--- config.mk ---
export PLATFORM = sky130hd
export DESIGN_NAME = rx_phase_sync
export DESIGN_NICKNAME = d
export VERILOG_FILES = /design/src/rtl/rx_pkg.sv /design/src/rtl/phase_energy_bank.sv /design/src/rtl/rx_phase_sync.sv
export SDC_FILE = /design/constraint.sdc
export NUM_CORES = 1
export LEC_CHECK = 0
export ABC_AREA = 1
export CORE_UTILIZATION = 57
export DETAILED_ROUTE_END_ITERATION = 7
export PLACE_DENSITY = 0.88
export SLEW_MARGIN = 20
export SYNTH_ARGS = -nofsm -noshare
export SYNTH_HDL_FRONTEND = slang
export SYNTH_SLANG_ARGS = --single-unit
--- constraint.sdc ---
create_clock -name clock -period 2.4 [get_ports clock]
set_input_delay 0.36 -clock clock [delete_from_list [all_inputs] [get_ports clock]]
set_output_delay 0.36 -clock clock [all_outputs]
set_load 0.01 [all_outputs]
--- src/rtl/rx_pkg.sv ---
// Shared receive-path definitions: FSM encodings for the phase selector and
// small arithmetic helpers reused by metric/AGC style blocks.
package rx_pkg;

    localparam logic [2:0] ST_IDLE      = 3'd0;
    localparam logic [2:0] ST_WAIT_SYNC = 3'd1;
    localparam logic [2:0] ST_ACCUM     = 3'd2;
    localparam logic [2:0] ST_COMPARE   = 3'd3;
    localparam logic [2:0] ST_UPDATE    = 3'd4;

    localparam int unsigned MAG_W = 32;

    // Window sums of 2^log2_nsym magnitudes, each at most 2^(nb-1), never reach 2^(nb+log2_nsym).
    function automatic int unsigned nb_acc(input int unsigned nb, input int unsigned log2_nsym);
        return nb + log2_nsym;
    endfunction

    // Caller sign-extends into MAG_W bits and keeps the low NB bits, so the
    // most negative input maps to 2^(NB-1) without saturation.
    function automatic logic [MAG_W-1:0] abs_mag(input logic signed [MAG_W-1:0] x);
        return x[MAG_W-1] ? $unsigned(-x) : $unsigned(x);
    endfunction

endpackage

--- src/rtl/phase_energy_bank.sv ---
// Bank of per-phase energy accumulators with synchronous clear and a single
// add port steered by the current sample phase.
module phase_energy_bank
    import rx_pkg::*;
#(
    parameter int unsigned NB     = 8,
    parameter int unsigned OS     = 4,
    parameter int unsigned NB_OFS = 2,
    parameter int unsigned NB_ACC = nb_acc(8, 10)
) (
    input  logic                         clock,
    input  logic                         reset,
    input  logic                         i_clear,
    input  logic                         i_add_en,
    input  logic [NB_OFS-1:0]            i_add_phase,
    input  logic [NB-1:0]                i_mag,
    output logic [OS-1:0][NB_ACC-1:0]    o_acc
);

    for (genvar p = 0; p < OS; p++) begin : g_acc
        logic [NB_ACC-1:0] r_acc;

        always_ff @(posedge clock) begin
            if (reset || i_clear) begin
                r_acc <= '0;
            end else if (i_add_en && (i_add_phase == NB_OFS'(p))) begin
                r_acc <= r_acc + NB_ACC'(i_mag);
            end
        end

        assign o_acc[p] = r_acc;
    end

endmodule

--- src/rtl/rx_phase_sync.sv ---
// Automatic sampling-phase selector: integrates |sample| per phase over a
// window of symbols, picks the strongest phase and slices the bit there.
module rx_phase_sync
    import rx_pkg::*;
#(
    parameter int unsigned NB        = 8,
    parameter int unsigned OS        = 4,
    parameter int unsigned NB_OFS    = 2,
    parameter int unsigned LOG2_NSYM = 10
) (
    input  logic                 clock,
    input  logic                 reset,
    input  logic                 i_enable,
    input  logic                 i_valid,
    input  logic signed [NB-1:0] i_sample,
    output logic [NB_OFS-1:0]    o_offset,
    output logic                 o_locked,
    output logic                 o_bit,
    output logic                 o_bit_valid
);

    localparam int unsigned       NB_ACC  = nb_acc(NB, LOG2_NSYM);
    localparam logic [NB_OFS-1:0] LAST_PH = NB_OFS'(OS - 1);

    logic [2:0]                 r_state;
    logic [2:0]                 w_state_d;
    logic [NB_OFS-1:0]          r_phase;
    logic [NB_OFS-1:0]          w_phase;
    logic [LOG2_NSYM-1:0]       r_sym_cnt;
    logic [NB_OFS-1:0]          r_cmp_idx;
    logic [NB_ACC-1:0]          r_max;
    logic [NB_OFS-1:0]          r_best;
    logic [NB_OFS-1:0]          r_offset;
    logic                       r_locked;
    logic                       r_bit;
    logic                       r_bit_valid;
    logic [NB-1:0]              w_mag;
    logic                       w_add_en;
    logic                       w_clear;
    logic                       w_last_sym;
    logic [OS-1:0][NB_ACC-1:0]  w_acc;
    logic [NB_ACC-1:0]          w_cmp_acc;

    // Phase of the sample on the input this cycle; the strobe cycle is phase 0.
    assign w_phase    = i_valid ? '0 : ((r_phase == LAST_PH) ? '0 : r_phase + NB_OFS'(1));
    assign w_mag      = NB'(abs_mag(32'(i_sample)));
    assign w_last_sym = (w_phase == LAST_PH) && (r_sym_cnt == '1);
    assign w_cmp_acc  = w_acc[r_cmp_idx];

    always_comb begin
        w_state_d = r_state;
        w_add_en  = 1'b0;
        w_clear   = 1'b0;
        if (!i_enable) begin
            w_state_d = ST_IDLE;
            w_clear   = 1'b1;
        end else begin
            case (r_state)
                ST_IDLE: begin
                    w_clear   = 1'b1;
                    w_state_d = ST_WAIT_SYNC;
                end
                ST_WAIT_SYNC: begin
                    if (i_valid) begin
                        w_add_en  = 1'b1;
                        w_state_d = ST_ACCUM;
                    end
                end
                ST_ACCUM: begin
                    w_add_en = 1'b1;
                    if (w_last_sym) begin
                        w_state_d = ST_COMPARE;
                    end
                end
                ST_COMPARE: begin
                    if (r_cmp_idx == LAST_PH) begin
                        w_state_d = ST_UPDATE;
                    end
                end
                ST_UPDATE: begin
                    w_clear   = 1'b1;
                    w_state_d = ST_WAIT_SYNC;
                end
                default: begin
                    w_clear   = 1'b1;
                    w_state_d = ST_IDLE;
                end
            endcase
        end
    end

    phase_energy_bank #(
        .NB     (NB),
        .OS     (OS),
        .NB_OFS (NB_OFS),
        .NB_ACC (NB_ACC)
    ) u_bank (
        .clock       (clock),
        .reset       (reset),
        .i_clear     (w_clear),
        .i_add_en    (w_add_en),
        .i_add_phase (w_phase),
        .i_mag       (w_mag),
        .o_acc       (w_acc)
    );

    always_ff @(posedge clock) begin
        if (reset) begin
            r_state     <= ST_IDLE;
            r_phase     <= '0;
            r_sym_cnt   <= '0;
            r_cmp_idx   <= '0;
            r_max       <= '0;
            r_best      <= '0;
            r_offset    <= '0;
            r_locked    <= 1'b0;
            r_bit       <= 1'b0;
            r_bit_valid <= 1'b0;
        end else begin
            r_state <= w_state_d;
            r_phase <= w_phase;

            if (w_clear) begin
                r_sym_cnt <= '0;
            end else if (w_add_en && (w_phase == LAST_PH)) begin
                r_sym_cnt <= r_sym_cnt + LOG2_NSYM'(1);
            end

            // Strictly-greater update keeps the lowest phase on ties.
            if ((r_state == ST_COMPARE) && i_enable) begin
                r_cmp_idx <= r_cmp_idx + NB_OFS'(1);
                if ((r_cmp_idx == '0) || (w_cmp_acc > r_max)) begin
                    r_max  <= w_cmp_acc;
                    r_best <= r_cmp_idx;
                end
            end else begin
                r_cmp_idx <= '0;
            end

            if (!i_enable) begin
                r_locked <= 1'b0;
            end else if (r_state == ST_UPDATE) begin
                r_offset <= r_best;
                r_locked <= 1'b1;
            end

            if (i_enable && (r_state != ST_IDLE) && (w_phase == r_offset)) begin
                r_bit       <= i_sample[NB-1];
                r_bit_valid <= 1'b1;
            end else begin
                r_bit_valid <= 1'b0;
            end
        end
    end

    assign o_offset    = r_offset;
    assign o_locked    = r_locked;
    assign o_bit       = r_bit;
    assign o_bit_valid = r_bit_valid;

endmodule

==> impl_metrics.json <==
{
  "status": "finished with violations",
  "violations": "negative setup slack",
  "cp_max_fo": 11,
  "ys_top_cells_by_count": "274 x nand2_1, 159 x nor2_1, 127 x inv_1",
  "start_kind": "flip-flop",
  "wl_per_cell_um": 19.92,
  "min_period_ps": 2856,
  "die_area_um2": 13320,
  "tightest_slew_ps": 472.5,
  "numCtsBuffers": 17,
  "hold_path_end": "o_bit",
  "clock_latency_ps": 450,
  "maxCapViolCount": 0,
  "vdd_ir_drop_max_mv": 0.6527,
  "synth_top_area_share_pct": 31.14,
  "synth-main-ff-cell": "dfxtp_1",
  "gp_congestion": 0.9496,
  "clock_sinks": 114,
  "synth_seq_cells": 114,
  "slew_viol_final": 0,
  "grt_max_degree": 28,
  "finClkSkew_ps": 16.58,
  "endpoint_kind": "flip-flop",
  "cts_root_buffer": "clkbuf_16",
  "synthCells": 1116,
  "fp.dieW_um": 115.4,
  "powerDensity_nw_per_um2": 490.3,
  "arrival_ps": 3240,
  "totalWireLength_mm": 28.90,
  "start_util_pct": 58.32,
  "synthDistinctLibCells": 37,
  "syn_nets": 1187,
  "post-dp-hpwl_mm": 14.84,
  "drt-initial-drc-count": 1417,
  "setup_viol": 36,
  "grt_setup_unrepaired": "yes",
  "first_global_vias": 7957,
  "period_share_pct": 119.0,
  "first_pass_iters": 6,
  "fp.coreArea_um2": 12570,
  "ctsHtreeMaxLevel": 4,
  "async_flop_share_pct": 0,
  "grt_use_total_pct": 37.05,
  "fin_area_um2": 9993,
  "fin_ws_ps": -455.9,
  "reg2regPathDepth": 18,
  "whs_path_depth": 2,
  "placed_cell_area_um2": 8541,
  "yosys_warnings": 0,
  "drc": 0,
  "path_class": "reg -> reg",
  "cts_tree": "done",
  "r2r-start": "r_cmp_idx[0]",
  "rows": 41,
  "r2r-end": "r_max[4]",
  "die_h_um": 115.4,
  "grt_pass1_wl_mm": 37.50,
  "ys_seq_area_share_pct": 31.14,
  "synth_top_area_cell": "dfxtp_1",
  "hp-class": "reg -> reg",
  "layout-drive-gt1-share_pct": 23.63,
  "syn2layout_area_growth_pct": 36.34,
  "syn-cell-area_um2": 7330,
  "relSlewSlack_pct": 68.05,
  "synth.area.top_cells": "dfxtp_1 31%, nand2_1 14%, ha_1 9.4%",
  "vias_per_cell": 6.337,
  "final-hold-violation-count": 0,
  "overflow": 0,
  "r2r_slack_ps": -460,
  "cts.reportedPaths.clkPinSlew_ps": 60,
  "leakage_uw": 0.004533,
  "antenna_found_initial": 1,
  "syn_area_per_cell_um2": 6.568,
  "cp.required_ps": 2780,
  "yosysMostFrequentCell": "nand2_1",
  "via_count": 9195,
  "ant_nets": 0,
  "final_nets": 1336,
  "synth_edf_count": 0,
  "cts_hold_buf": 0,
  "fmax_ghz": 0.3502,
  "ioPinCount": 17,
  "io_buffers": 16,
  "hold_start": "o_bit",
  "clockBufferDepth": 2,
  "whs_ps": 448.8
}
## cells in the final DEF, fill, tap and decap left out, types with 4 or more instances in the layout
cell type,count
nand2_1,248
nor2_1,137
buf_4,125
inv_1,120
dfxtp_1,113
a21oi_1,94
o21ai_0,49
nand3_1,45
ha_1,42
nand2_2,23
clkbuf_16,22
xor2_1,20
o21ai_1,19
nor2_2,18
a21oi_2,13
nor3_1,13
nand4_1,12
ha_4,12
o21ai_2,9
inv_2,9
clkdlybuf4s50_1,9
xnor2_1,8
nor4_1,7
buf_6,7
buf_12,7
nor2_4,6
nor3_4,6
o22ai_1,5
o22ai_2,5
a21o_1,5
nand3_2,5
clkinv_2,5
fa_1,4
clkbuf_1,4
## how the worst max path moves through the flow
stage | startpoint | end | slack [ps] | cells after the start
floorplan | i_sample[1] | u_bank.g_acc[0].r_acc[14] | -3 | 14
global placement | i_sample[0] | u_bank.g_acc[1].r_acc[13] | -760 | 20
detailed placement | i_sample[0] | u_bank.g_acc[1].r_acc[9] | -840 | 18
CTS | r_cmp_idx[0] | r_max[5] | -110 | 22
global route | r_cmp_idx[0] | r_max[4] | -600 | 18
finish | r_cmp_idx[0] | r_max[4] | -460 | 18
## through the flow
stage                     util, %  power (uW)  worst slack, ps  setup TNS, ps  instances
after global routing        79.51        4980           -601.5         -13870       1451
final                       79.51        4899           -455.9          -9022       1451
after floorplan                 -        2188           -2.657         -2.657       1116
after detailed placement    67.95        2376           -839.5         -43900       1391
after CTS                   74.46        4747           -110.4          -1501       1435
after global placement      67.95        2363           -763.7         -38500       1391
## worst max-delay path: stages, from the launching register on
cell and delay [ps]:
dfxtp_4 400, buf_4 170, clkbuf_16 170, o21ai_0 210
o22ai_1 200, ha_1 340, nand2_1 70, nor2_2 170
nand3_1 110, nand3_1 90, nand2_1 60, nand2_1 90
nand2_2 60, nand2_2 90, nand2_4 100, clkbuf_16 200
nand2_1 90, nand2_1 80, nor2_1 80
## logic make-up after synthesis
group	after synthesis	share of synthesized area (%)
AO/OA/AOI/OAI	212	15.21
XOR/XNOR	33	3.943
adder cells (fa/ha/maj)	59	10.48
buffers and inverters	161	8.365
flip-flops	114	31.14
AND/OR/NAND/NOR	537	30.86
## area by class of cell
class	count	area (um^2)
Fill cell	713	2575
Clock buffer	22	454.2
Tap cell	172	215.2
Sequential cell	114	2286
Clock inverter	10	86.33
Antenna cell	1	2.502
Inverter	131	504.2
Timing Repair Buffer	160	1440
Multi-Input combinational cell	841	5005
## flip-flops by register name (all words and copies together) (netlist names)
name and flops:
u_bank.g_acc.r_acc 72, r_max 18, r_sym_cnt 10, r_state 3, o_offset 2, r_best 2, r_cmp_idx 2, r_phase 2
o_bit 1, o_bit_valid 1, o_locked 1
## layer usage
metal / vias up / global-route usage (%) / part of all wire, %
li1: 3932 / - / -
met1: 4162 / 42.45 / 34
met2: 811 / 61.00 / 44
met3: 290 / 8.698 / 13
met4: 0 / 26.06 / 9.2
met5: - / 0 / 0
## where the power goes
group          switching (uW)  internal (uW)
combinational             320            247
sequential               6.29           1900
clock                     987           1440
## timing repair
item	4_1_cts	5_1_grt
cloned	0	6
pin swaps	20	33
buffers inserted	12	10
setup endpoints to repair	77	67
gates resized for setup	50	136
(Power assumes the default switching activity.)
